[src/rtl/line_buffer_reader.sv]
// line_buffer_reader: drains one full image line at a time from a LineBuffer FIFO
// into a valid/ready pixel stream tagged with line and frame markers.
module line_buffer_reader #(
   parameter int DATA_WIDTH  = 14,
   parameter int FIFO_WIDTH  = 8,
   parameter int LINE_WIDTH  = 256,
   parameter int FRAME_LINES = 4
) (
   input  logic                  clk,
   input  logic                  arst,
   input  logic                  enable,
   input  logic [DATA_WIDTH-1:0] fifo_data,
   input  logic [FIFO_WIDTH:0]   fifo_usedw,
   input  logic                  fifo_empty,
   output logic                  fifo_rdreq,
   output logic [DATA_WIDTH-1:0] m_data,
   output logic                  m_valid,
   input  logic                  m_ready,
   output logic                  m_sol,
   output logic                  m_eol,
   output logic                  m_sof,
   output logic                  m_eof,
   output logic                  busy,
   output logic                  underflow
);
   localparam logic [1:0] IDLE      = 2'd0;
   localparam logic [1:0] WAIT_LINE = 2'd1;
   localparam logic [1:0] BURST     = 2'd2;
   localparam logic [1:0] DRAIN     = 2'd3;
   localparam int CW  = FIFO_WIDTH + 1;
   localparam int LCW = (FRAME_LINES > 1) ? $clog2(FRAME_LINES) : 1;
   localparam logic [CW-1:0]  LW    = CW'(LINE_WIDTH);
   localparam logic [CW-1:0]  LW_M1 = CW'(LINE_WIDTH - 1);
   localparam logic [LCW-1:0] FL_M1 = LCW'(FRAME_LINES - 1);

   logic [1:0]            state;
   logic [CW-1:0]         rd_cnt;
   logic [CW-1:0]         px_cnt;
   logic [LCW-1:0]        line_cnt;
   logic                  inflight;
   logic [1:0]            occ;
   logic [DATA_WIDTH-1:0] s0;
   logic [DATA_WIDTH-1:0] s1;
   logic                  pop;
   logic [2:0]            level;

   assign pop        = m_valid && m_ready;
   // occupancy the skid buffer will have once this cycle's pop and landing read settle
   assign level      = {1'b0, occ} + {2'b0, inflight} - {2'b0, pop};
   assign fifo_rdreq = (state == BURST) && (rd_cnt < LW) && !fifo_empty && (level < 3'd2);
   assign m_valid    = (occ != 2'd0);
   assign m_data     = s0;
   assign m_sol      = m_valid && (px_cnt == '0);
   assign m_eol      = m_valid && (px_cnt == LW_M1);
   assign m_sof      = m_sol && (line_cnt == '0);
   assign m_eof      = m_eol && (line_cnt == FL_M1);
   assign busy       = (state == BURST) || (occ != 2'd0);

   always_ff @(posedge clk or posedge arst) begin
      if (arst) begin
         state  <= IDLE;
         rd_cnt <= '0;
      end else begin
         case (state)
            IDLE:      state <= enable ? WAIT_LINE : IDLE;
            WAIT_LINE: begin
               if (enable && (fifo_usedw >= LW)) begin
                  state  <= BURST;
                  rd_cnt <= '0;
               end
            end
            BURST: begin
               if (fifo_rdreq) rd_cnt <= rd_cnt + 1'b1;
               if (fifo_rdreq && (rd_cnt == LW_M1)) state <= DRAIN;
            end
            default: begin
               if ((occ == 2'd0) && !inflight) state <= enable ? WAIT_LINE : IDLE;
            end
         endcase
      end
   end

   // two-entry skid: s0 is the head shown on m_data, s1 backs it up during stalls
   always_ff @(posedge clk or posedge arst) begin
      if (arst) begin
         inflight <= 1'b0;
         occ      <= 2'd0;
         s0       <= '0;
         s1       <= '0;
      end else begin
         inflight <= fifo_rdreq;
         occ      <= occ + {1'b0, inflight} - {1'b0, pop};
         s0       <= pop ? ((inflight && occ == 2'd1) ? fifo_data : s1)
                         : ((inflight && occ == 2'd0) ? fifo_data : s0);
         s1       <= (inflight && ((occ == 2'd1 && !pop) || (occ == 2'd2 && pop))) ? fifo_data : s1;
      end
   end

   always_ff @(posedge clk or posedge arst) begin
      if (arst) begin
         px_cnt   <= '0;
         line_cnt <= '0;
      end else if (pop) begin
         px_cnt <= (px_cnt == LW_M1) ? '0 : px_cnt + 1'b1;
         if (px_cnt == LW_M1) line_cnt <= (line_cnt == FL_M1) ? '0 : line_cnt + 1'b1;
      end
   end

   always_ff @(posedge clk or posedge arst) begin
      if (arst) underflow <= 1'b0;
      else if (fifo_rdreq && fifo_empty) underflow <= 1'b1;
   end
endmodule
[config.mk]
export PLATFORM = sky130hd
export DESIGN_NAME = line_buffer_reader
export DESIGN_NICKNAME = d
export VERILOG_FILES = /design/src/rtl/line_buffer_reader.sv
export SDC_FILE = /design/constraint.sdc
export NUM_CORES = 1
export LEC_CHECK = 0
export CORE_MARGIN = 1
export CORE_UTILIZATION = 35
export CTS_BUF_LIST = sky130_fd_sc_hd__clkbuf_16
export CTS_CLUSTER_DIAMETER = 100
export DETAILED_ROUTE_END_ITERATION = 12
export PLACE_DENSITY = 0.59
export SYNTH_ARGS = -nofsm -noshare
export SYNTH_HDL_FRONTEND = slang
export SYNTH_SLANG_ARGS = --single-unit
[constraint.sdc]
create_clock -name clk -period 5.4 [get_ports clk]
set_input_delay 1.08 -clock clk [delete_from_list [all_inputs] [get_ports clk]]
set_output_delay 1.08 -clock clk [all_outputs]
set_load 0.005 [all_outputs]
[Word-level counts from Yosys, hierarchy flattened]
Index checks and enable logic that the tools add are counted.
Cells by class
  add/sub/neg operators: 7
  order comparisons: 3
  equality and inequality tests: 10
  muxes and demuxes: 13
  reductions and logical operators: 33
Operators with widths (count)
  two-way mux 14 bit: 3
  two-way mux 9 bit: 3
  adder 9 x 1 -> 9 bit, second input constant: 2
  equality test 9 x 8 -> 1 bit, second input constant: 2
  case mux 9 bit (2 select lines): 1
  logical AND 1 bit: 17
  >= comparator 9 bit, second input constant: 1
  zero test 9 bit: 1
  less-than comparator 9 bit, second input constant: 1
  two-way mux 2 bit: 4
  equality test 2 bit, second input constant: 3
  zero test 2 bit: 3
  case mux 2 bit (3 select lines): 1
  AND reduction 3 bit: 2
  nonzero test 2 bit: 3
  equality test 2 x 1 -> 1 bit, second input constant: 2
  != test 2 bit, second input constant: 2
  nonzero test 4 bit: 1
  adder 2 x 1 -> 3 bit: 1
  zero test 1 bit: 3
  less-than comparator 3 x 2 -> 1 bit, second input constant: 1
  subtractor 3 x 1 -> 3 bit: 1
  adder 2 x 1 -> 2 bit: 1
  adder 2 x 1 -> 2 bit, second input constant: 1
  5 further kinds: 6
Word-level totals
  register bits: 54
  bits of input ports: 28
  output and inout bits: 22
  word-level logic and storage cells: 75

[Longest topological paths before layout]
Gate-level depths: netlist of the first run.
  depth in word-level cells: 8
  mapped depth: 10
  depth with buffers taken out: 9

[Worst setup path before layout of the first run]
No wires, ideal clock.
  path type: input port to output port
  start point: input m_ready
  end point: output fifo_rdreq
  arrival time: 2.486 ns
  required time: 4.320 ns
  path slack: 1.834 ns
  cell stages on the path: 7
  path buffers: 0
  path through: nand3b_1 nand2_1 ha_1 fa_1 nor4b_2 nand2_1 inv_1
On the way
  longest elaborated chain between the ends: 4
RTL lines
  start, declared: line 18  | input logic m_ready,
  logical AND 1 bit: line 47  | assign pop = m_valid && m_ready;
  subtractor 3 x 1 -> 3 bit: line 49  | assign level = {1'b0, occ} + {2'b0, inflight} - {2'b0, pop};
  net level[1]: line 45  | logic [2:0] level;
  less-than comparator 3 x 2 -> 1 bit: line 50  | assign fifo_rdreq = (state == BURST) && (rd_cnt < LW) && !fifo_empty && (level < 3'd2);
  logical AND 1 bit: line 50
  end, declared: line 15  | output logic fifo_rdreq,
The timed path passes the listed nets, and every way through them passes these cells.

[Final worst setup path of the first run]
Ends and elaborated chain as after synthesis.

==> results.tsv, run 1 <==
stage	metric	value	unit
outcome	status	finished clean	
global_route	GRT met2 Usage	22.4	%
synth	Mapped Cells	251	
synth	post-synth cell types	41	
sta	Fmax achieved	208	MHz
sta	Final Cycle Share	88.9	%
die	die height	89.3	um
die	core footprint	7290	um^2
worst_setup_path	startpoint types	input pin	
placed_design	Final GP Congestion	0.786	
cells_and_area	layout cell share with drive strength beyond 1	11.0	%
cts	Num CTS Buffers	5	
cts	CTS tree	yes	
cells_and_area	# fillers	711	
global_route	Tot GR Track Use	14.1	%
cts	clock latency on the worst-skew pair	0.29	ns
power	P per Cell Area	464	nW/um^2
synth	simple-gate area share of the yosys netlist	15.0	%
cells_and_area	Area Overhead vs Synth	24.4	%
cells_and_area	FF+latch area	1350	um^2
sta	Fin. Hold Viols	0	
cts	cts repair resizes	0	
cts	Post-CTS Setup Repair Bufs	0	
drt	Routed WL	5150	um
synth	multiplexer area fraction after synthesis	13.1	%
global_route	vias in the first global route	1837	
synth	Synth Cell Area	2670	um^2
power	Max IR drop VDD	0.000236	V
hold_path	worst min path class	reg -> reg	
cts	hold_buf cts	0	
worst_setup_path	Worst EP arrival	3.72	ns
placed_design	Inst Count DP	383	
worst_setup_path	Critical Path RT	4.32	ns
drt	Pre-antenna DRT Iters	4	
drt	DRC	0	
synth	synth top area cells	dfrtp_1 51%, mux2_2 6.8%, mux2i_1 6.4%, o21ai_0 5.1%, ha_1 4.7%	
cells_and_area	# diodes	0	
worst_setup_path	crit path kind	in -> out	
drt	DR iter-0 viols	96	
global_route	first-pass GRT wire length	8560	um
cts	Worst-path clk slew	0.07	ns
synth	asr flop ratio synth	100	%
drt	Via density	4.87	
sta	Final Slew Violations	0	
run	total of max-cap violations	0	
die	# IOs	50	
synth	Yosys top cell area share	50.7	%
synth	main flop type after synthesis	dfrtp_1	
cts	CTS max path bufs	2	
cells_and_area	fin area	3310	um^2
drt	Final ANT Viol Nets	0	
cells_and_area	post-route core utilization	45.5	%
synth	Ys Warns	0	
global_route	largest net degree at the start of global routing	55	
global_route	met3 GRT Util	2.49	%
cells_and_area	# nets final	330	
sta	final hold slack	0.378	ns
synth	Synthesized Nets	290	
sta	setup_tns	0	ns
die	die area	7970	um^2
global_route	GR Overflow Total	0	
cts	CTS Root Cell	clkbuf_16	
cells_and_area	Final Non-Filler Cells	391	
global_route	initial antenna violation count	0	
sta	RSZ-0062 raised after global routing	no	
die	Starting Density	36.5	%
synth	count of flip-flops with a built-in enable after synthesis	0	
sta	final setup vio count	0	
power	Leak	1.52	nW
die	Die X	89.3	um
synth	Seq/Total Area, Yosys	50.7	%
worst_setup_path	endpoint class of the critical path	primary output	
placed_design	port buffer count	41	
synth	adder-cell share of the synthesized area	5.45	%
synth	post-synth top area cell	dfrtp_1	
cts	H-tree depth	2	
drt	Avg WL per Cell	13.2	um
global_route	GRT busiest layer	met2	
placed_design	DP HPWL	3540	um
cts	clock sinks	54	
synth	largest family of logic cells by synthesized area	simple AND/OR/NAND/NOR gates	
worst_setup_path	worst-path fanout max	6	
placed_design	Area after DPL	3170	um^2
synth	XOR/XNOR Fraction of Synth Area	1.31	%
sta	minimum clock period	4.80	ns
cells_and_area	Multi-input gate area	1220	um^2
drt	DR vias	1903	
synth	Yosys reg bits	54	
synth	post-synthesis compound-gate area fraction	10.6	%
synth	syn_area_per_cell	10.6	um^2
sta	Slew HR	21.2	%
sta	Worst Max-Slew Pin Slew	1.17	ns
global_route	met1 GRT Util	18.9	%
sta	Clock Skew	0.00447	ns
die	Site Rows	31	
==> kinds of logic after synthesis <==
| group | count (synthesis) |
|---|---|
| muxes | 33 |
| AOI/OAI and AO/OA | 47 |
| DFF | 54 |
| xor gates and xnor gates | 4 |
| and+or+nand+nor | 77 |
| adders and majority gates | 11 |
| buffers and inverters | 25 |
==> worst paths after layout <==
check | depth (start not counted) | slack [ns] | end | start
worst max-delay path | 9 | 0.60 | fifo_rdreq | m_ready
worst min-delay path | 0 | 0.38 | underflow$_DFFE_PP0P_ | underflow$_DFFE_PP0P_
worst max register to register | 9 | 2.72 | state[1]$_DFFE_PP0P_ | occ[1]$_DFF_PP0_
worst min register to register | 0 | 0.38 | underflow$_DFFE_PP0P_ | underflow$_DFFE_PP0P_
max in group asynchronous | 3 | 3.64 | occ[0]$_DFF_PP0_ | arst
min in group asynchronous | 3 | 1.29 | s1[2]$_DFFE_PP0P_ | arst
==> power breakdown <==
part | total (mW) | internal, mW | leakage [nW] | switching [mW]
logic | 0.568 | 0.299 | 0.757 | 0.269
clock network | 0.320 | 0.172 | 0.0679 | 0.148
registers | 0.649 | 0.546 | 0.696 | 0.103
==> cell type report <==
class	instances	share of cell area, %
Clock inverter	3	0.604
Clock buffer	5	3.78
Tap cell	99	3.74
Inverter	16	1.81
Multi-Input combinational cell	172	36.7
Sequential cell	54	40.8
Timing Repair Buffer	42	12.6
==> critical path: stages <==
cell and delay (ns):
clkdlybuf4s50_1 0.55, nand2b_1 0.14, nand2_1 0.06, ha_1 0.19, fa_1 0.48, nor4b_2 0.32
nand2_1 0.20, inv_1 0.17, clkdlybuf4s50_1 0.53
==> state kept, by name (all words and copies together), names as in the netlist <==
signal and flops:
inflight 1, line_cnt 2, m_data 14, occ 2, px_cnt 9, rd_cnt 9, s1 14, state 2
underflow 1
==> cells in the mapped netlist, types with 5 or more instances <==
master / instances
mux2i_1: 17
nand2_1: 27
nand3_1: 13
o21ai_0: 27
inv_1: 16
ha_1: 10
dfrtp_1: 54
a21oi_1: 5
or3_1: 5
or4_1: 5
mux2_2: 16
buf_2: 6
nor2_1: 8
==> per-stage QoR <==
| step | setup slack, ns | power [mW] |
|---|---|---|
| after floorplan | 1.83 | 1.01 |
| after global placement | 0.654 | 1.22 |
| after detailed placement | 0.604 | 1.23 |
| after CTS | 0.589 | 1.56 |
| after global routing | 0.384 | 1.66 |
| final | 0.599 | 1.54 |
==> metal layers <==
layer / routed length (um) / vias to the layer above
met3: 204 / 6
met4: 83 / 0
met2: 2270 / 38
met5: 0 / -
met1: 2590 / 896
li1: - / 963
==> cells in the final DEF (no fill, tap or decap), types with 3 or more instances in the layout <==
cell | netlist | routed
nand2_1 | 27 | 27
nand3_1 | 13 | 13
nor2_1 | 8 | 8
o211ai_1 | 3 | 3
ha_1 | 10 | 10
and3_1 | 4 | 4
inv_1 | 16 | 15
clkbuf_16 | 0 | 5
a21oi_1 | 5 | 4
mux2_2 | 16 | 16
and2_1 | 3 | 3
o21ai_0 | 27 | 27
or4_1 | 5 | 5
mux2i_1 | 17 | 17
or3_1 | 5 | 5
dfrtp_1 | 54 | 54
clkdlybuf4s50_1 | 0 | 41
No activity file was read; power rests on OpenSTA's default activity.
==> run 2: changes to the inputs <==
--- a/config.mk
+++ b/config.mk
@@ -10,6 +10,7 @@
 export CTS_BUF_LIST = sky130_fd_sc_hd__clkbuf_16
 export CTS_CLUSTER_DIAMETER = 100
 export DETAILED_ROUTE_END_ITERATION = 12
+export GPL_TIMING_DRIVEN = 0
 export PLACE_DENSITY = 0.59
 export SYNTH_ARGS = -nofsm -noshare
 export SYNTH_HDL_FRONTEND = slang
==> results.tsv, run 2 (synthesis results as in run 1) <==
stage	metric	value	unit	change
sta	RSZ-0062 raised after global routing	no		unchanged
die	die area	7970	um^2	unchanged
worst_setup_path	Critical Path RT	4.32	ns	about the same
sta	Slew HR	51.1	%	was 21.2%
sta	Fmax achieved	207	MHz	was 208 MHz
cells_and_area	most frequent cells in the layout	54 x dfrtp_1, 41 x clkdlybuf4s50_1, 27 x nand2_1, 27 x o21ai_0, 17 x mux2i_1		unchanged
run	total of max-cap violations	0		unchanged
sta	final setup vio count	0		unchanged
worst_setup_path	worst-path fanout max	6		unchanged
sta	final hold slack	0.453	ns	was 0.378 ns
die	Starting Density	36.5	%	unchanged
global_route	largest net degree at the start of global routing	37		was 55
die	core footprint	7290	um^2	unchanged
power	overall power	1.59	mW	was 1.54 mW
cells_and_area	layout cell share with drive strength beyond 1	12.3	%	was 11.0%
global_route	GR Overflow Total	0		unchanged
cts	clock latency on the worst-skew pair	0.29	ns	about the same
drt	DR iter-0 viols	60		was 96
cts	CTS Root Cell	clkbuf_16		unchanged
drt	DRC	0		unchanged
worst_setup_path	endpoint class of the critical path	primary output		unchanged
cts	Num CTS Buffers	5		unchanged
sta	minimum clock period	4.84	ns	was 4.80 ns
cts	hold_buf cts	0		unchanged
sta	Clock Skew	0.00306	ns	was 0.00447 ns
cts	Worst-path clk slew	0.06	ns	was 0.07 ns
cts	clock sinks	54		unchanged
placed_design	port buffer count	41		unchanged
global_route	vias in the first global route	1853		was 1837
outcome	status	finished clean		unchanged
worst_setup_path	crit path kind	in -> out		unchanged
sta	setup_tns	0	ns	unchanged
die	# IOs	50		unchanged
cts	Post-CTS Setup Repair Bufs	0		unchanged
placed_design	DP HPWL	3760	um	was 3540 um
power	Max IR drop VDD	0.000193	V	was 0.000236 V
sta	Fin. Hold Viols	0		unchanged
cts	H-tree depth	2		unchanged
sta	Final Cycle Share	89.7	%	was 88.9%
worst_setup_path	startpoint types	input pin		unchanged
die	Die X	89.3	um	unchanged
drt	Pre-antenna DRT Iters	4		unchanged
die	Site Rows	31		unchanged
drt	Final ANT Viol Nets	0		unchanged
drt	Routed WL	5080	um	was 5150 um
placed_design	Final GP Congestion	0.841		was 0.786
cts	cts repair resizes	0		unchanged
cells_and_area	# nets final	339		was 330
cells_and_area	# fillers	738		was 711
cells_and_area	most common cell after layout, fill and taps aside	dfrtp_1		unchanged
sta	Worst Max-Slew Pin Slew	0.734	ns	was 1.17 ns
global_route	Tot GR Track Use	14.3	%	was 14.1%
cts	CTS max path bufs	2		unchanged
power	P per Cell Area	468	nW/um^2	was 464 nW/um^2
cells_and_area	post-route core utilization	46.4	%	was 45.5%
cells_and_area	FF+latch area	1350	um^2	unchanged
cts	CTS tree	yes		unchanged
cells_and_area	Area Overhead vs Synth	27.0	%	was 24.4%
drt	Via density	4.87		about the same
cells_and_area	Multi-input gate area	1210	um^2	was 1220 um^2
sta	Final Slew Violations	0		unchanged
worst_setup_path	Worst EP arrival	3.76	ns	was 3.72 ns
global_route	initial antenna violation count	0		unchanged
die	die height	89.3	um	unchanged
drt	Avg WL per Cell	12.7	um	was 13.2 um
hold_path	worst min path class	reg -> reg		unchanged
cells_and_area	# diodes	0		unchanged
drt	DR vias	1949		was 1903
global_route	first-pass GRT wire length	8680	um	was 8560 um
power	Leak	1.56	nW	was 1.52 nW
## run 2: worst paths after layout
| kind | end | slack [ns] | cells past startpoint | start |
|---|---|---|---|---|
| min | underflow$_DFFE_PP0P_ | 0.45 | 1 | underflow$_DFFE_PP0P_ |
| max in group asynchronous | underflow$_DFFE_PP0P_ | 3.75 | 3 | arst |
| min reg2reg | underflow$_DFFE_PP0P_ | 0.45 | 1 | underflow$_DFFE_PP0P_ |
| max reg2reg | state[1]$_DFFE_PP0P_ | 2.70 | 10 | occ[1]$_DFF_PP0_ |
| max | fifo_rdreq | 0.56 | 9 | m_ready |
| min in group asynchronous | s1[8]$_DFFE_PP0P_ | 1.11 | 2 | arst |
## run 2: report_power, final
part,internal (mW),switching (mW)
Clock,0.217,0.140
Combinational,0.309,0.280
Sequential,0.546,0.0938
## run 2: per-layer routing
| layer | vias up | global-route usage (%) | part of all wire (%) |
|---|---|---|---|
| met1 | 918 | 19.5 | 50 |
| met4 | 0 | 6.78 | 1.8 |
| met3 | 7 | 3.05 | 4.8 |
| met2 | 49 | 21.9 | 44 |
| li1 | 975 | - | - |
| met5 | - | 0 | 0 |
## run 2: area by class of cell
cell class,instances,share of cell area (%)
multi-input cells,172,35.8
inverters,16,1.77
plain buffers,9,1.22
clock buffers,5,3.70
flip-flops and latches,54,39.9
well taps,99,3.66
clock inverters,3,1.22
repair buffers,42,12.7
## run 2: through the flow
step / setup slack (ns) / std cells / cell area (um^2)
final: 0.558 / 400 / 3390
after detailed placement: 0.561 / 392 / 3220
after CTS: 0.535 / 400 / 3390
after floorplan: 1.83 / 251 / 2670
after global placement: 0.590 / 391 / 3200
after global routing: 0.361 / 400 / 3390
## run 2: worst max-delay path: stages
cell	delay, ns
clkdlybuf4s50_1	0.57
nand2b_1	0.15
nand2_1	0.06
ha_1	0.19
fa_1	0.47
nor4b_2	0.33
nand2_1	0.22
inv_1	0.18
clkdlybuf4s50_1	0.52
==> run 3: changes to the inputs <==
--- a/config.mk
+++ b/config.mk
@@ -6,12 +6,12 @@
 export NUM_CORES = 1
 export LEC_CHECK = 0
 export CORE_MARGIN = 1
-export CORE_UTILIZATION = 35
+export CORE_UTILIZATION = 53
 export CTS_BUF_LIST = sky130_fd_sc_hd__clkbuf_16
 export CTS_CLUSTER_DIAMETER = 100
 export DETAILED_ROUTE_END_ITERATION = 12
 export GPL_TIMING_DRIVEN = 0
-export PLACE_DENSITY = 0.59
+export PLACE_DENSITY = 0.83
 export SYNTH_ARGS = -nofsm -noshare
 export SYNTH_HDL_FRONTEND = slang
 export SYNTH_SLANG_ARGS = --single-unit
==> results.tsv, run 3 (synthesis results as in run 1) <==
stage	metric	value	unit	change
outcome	status	finished clean		unchanged
worst_setup_path	endpoint class of the critical path	primary output		unchanged
drt	Pre-antenna DRT Iters	4		unchanged
sta	final hold slack	0.458	ns	was 0.453 ns
drt	DR iter-0 viols	90		was 60
die	Site Rows	25		was 31
power	Max IR drop VDD	0.000289	V	was 0.000193 V
cells_and_area	fin area	3330	um^2	was 3390 um^2
sta	Clock Skew	0.00379	ns	was 0.00306 ns
cells_and_area	most frequent cells in the layout	54 x dfrtp_1, 41 x clkdlybuf4s50_1, 27 x nand2_1, 27 x o21ai_0, 17 x mux2i_1		unchanged
placed_design	Area after DPL	3180	um^2	was 3220 um^2
placed_design	Final GP Congestion	0.900		was 0.841
cells_and_area	most common cell after layout, fill and taps aside	dfrtp_1		unchanged
placed_design	Inst Count DP	360		was 392
cells_and_area	layout cell share with drive strength beyond 1	12.6	%	was 12.3%
die	die area	5320	um^2	was 7970 um^2
worst_setup_path	kind of cell adding the most delay to the critical path	buffers and inverters		unchanged
global_route	initial antenna violation count	0		unchanged
cts	CTS Root Cell	clkbuf_16		unchanged
hold_path	Hold Path Depth	1		unchanged
cells_and_area	# nets final	339		unchanged
worst_setup_path	worst-path cell chain	clkdlybuf4s50_1 -> nand2b_1 -> nand2_1 -> ha_1 -> fa_1 -> nor4b_2 -> nand2_1 -> inv_1 -> clkdlybuf4s50_1		unchanged
cts	Post-CTS Setup Repair Bufs	0		unchanged
run	total of max-cap violations	0		unchanged
cts	Worst-path clk slew	0.07	ns	was 0.06 ns
drt	Routed WL	5120	um	was 5080 um
drt	Final ANT Viol Nets	0		unchanged
sta	Worst Max-Slew Pin Slew	0.680	ns	was 0.734 ns
sta	Fmax achieved	206	MHz	was 207 MHz
die	Starting Density	55.7	%	was 36.5%
power	Leak	1.55	nW	was 1.56 nW
sta	Final Cycle Share	89.9	%	was 89.7%
power	P per Cell Area	468	nW/um^2	about the same
worst_setup_path	Critical Path RT	4.32	ns	about the same
sta	Fin. Hold Viols	0		unchanged
global_route	GRT met2 Usage	36.3	%	was 21.9%
die	# IOs	50		unchanged
worst_setup_path	slowest CP cell	clkdlybuf4s50_1		unchanged
global_route	met3 GRT Util	3.87	%	was 3.05%
die	Die X	72.9	um	was 89.3 um
worst_setup_path	Worst EP arrival	3.78	ns	was 3.76 ns
placed_design	port buffer count	41		unchanged
hold_path	worst min path class	reg -> reg		unchanged
sta	minimum clock period	4.86	ns	was 4.84 ns
global_route	vias in the first global route	1929		was 1853
drt	Via density	5.43		was 4.87
cts	cts repair resizes	0		unchanged
sta	Slew HR	54.2	%	was 51.1%
drt	DR vias	1997		was 1949
drt	Avg WL per Cell	13.9	um	was 12.7 um
cts	clock latency on the worst-skew pair	0.29	ns	about the same
drt	DRC	0		unchanged
sta	setup_tns	0	ns	unchanged
cts	clock sinks	54		unchanged
worst_setup_path	Worst path depth	9		unchanged
global_route	GR Overflow Total	0		unchanged
cells_and_area	# diodes	0		unchanged
cts	CTS max path bufs	2		unchanged
worst_setup_path	crit path kind	in -> out		unchanged
worst_setup_path	FF-to-FF path depth	10		unchanged
power	overall power	1.56	mW	was 1.59 mW
worst_setup_path	startpoint types	input pin		unchanged
sta	RSZ-0062 raised after global routing	no		unchanged
worst_setup_path	worst-path fanout max	6		unchanged
cts	hold_buf cts	0		unchanged
die	die height	72.9	um	was 89.3 um
cells_and_area	Area Overhead vs Synth	24.8	%	was 27.0%
worst_setup_path	Worst Path Buf+Inv	3		unchanged
global_route	GRT busiest layer	met2		unchanged
sta	final setup vio count	0		unchanged
global_route	first-pass GRT wire length	8410	um	was 8680 um
die	core footprint	4790	um^2	was 7290 um^2
global_route	Tot GR Track Use	20.9	%	was 14.3%
cells_and_area	# fillers	369		was 738
cts	CTS tree	yes		unchanged
placed_design	DP HPWL	3700	um	was 3760 um
global_route	largest net degree at the start of global routing	30		was 37
cts	H-tree depth	2		unchanged
sta	Final Slew Violations	0		unchanged
worst_setup_path	Largest stage delay, worst path	0.57	ns	about the same
cts	Num CTS Buffers	5		unchanged
global_route	met1 GRT Util	25.7	%	was 19.5%
worst_setup_path	reg2reg setup slack	2.66	ns	was 2.70 ns
cells_and_area	Final Non-Filler Cells	368		was 400
## run 3: worst reg2reg max path, cell delays in order, from the launching register on
cell	delay (ns)
dfrtp_1	0.35
buf_2	0.17
nand3b_1	0.16
nand2_1	0.07
ha_1	0.20
fa_1	0.47
nor4b_2	0.32
nand2_1	0.21
inv_1	0.19
a32oi_1	0.18
mux2_2	0.30
## run 3: final cells by class
class                   count  area [um^2]  share of cell area, %
plain buffers               9         41.3                   1.24
clock buffers               5          125                   3.76
clock inverters             3         21.3                  0.640
inverters                  16         60.1                   1.81
multi-input cells         172         1210                   36.5
flip-flops and latches     54         1350                   40.6
well taps                  67         83.8                   2.52
repair buffers             42          430                   12.9
## run 3: stage by stage
step,utilization [%],setup slack (ns)
floorplan,-,1.83
global placement,66.0,0.635
detailed placement,66.4,0.610
CTS,69.5,0.572
global route,69.5,0.381
finish,69.5,0.545
## run 3: metal layers
layer  routed length (um)  vias up
li1                     -      982
met2                 2510       47
met5                    0        -
met3                  190        9
met1                 2350      959
met4                   71        0
## run 3: worst paths after layout
check                                           start                     to
worst max-delay path                          m_ready             fifo_rdreq
worst min-delay path            underflow$_DFFE_PP0P_  underflow$_DFFE_PP0P_
worst max register to register       occ[1]$_DFF_PP0_   state[1]$_DFFE_PP0P_
worst min register to register  underflow$_DFFE_PP0P_  underflow$_DFFE_PP0P_
max in group asynchronous                        arst   state[0]$_DFFE_PP0P_
min in group asynchronous                        arst      s1[7]$_DFFE_PP0P_
## run 3: where the power goes
part / total, mW / internal, mW / switching (mW)
Combinational: 0.600 / 0.309 / 0.291
Sequential: 0.643 / 0.546 / 0.0972
Clock: 0.313 / 0.172 / 0.142
Total: 1.56 / 1.03 / 0.529
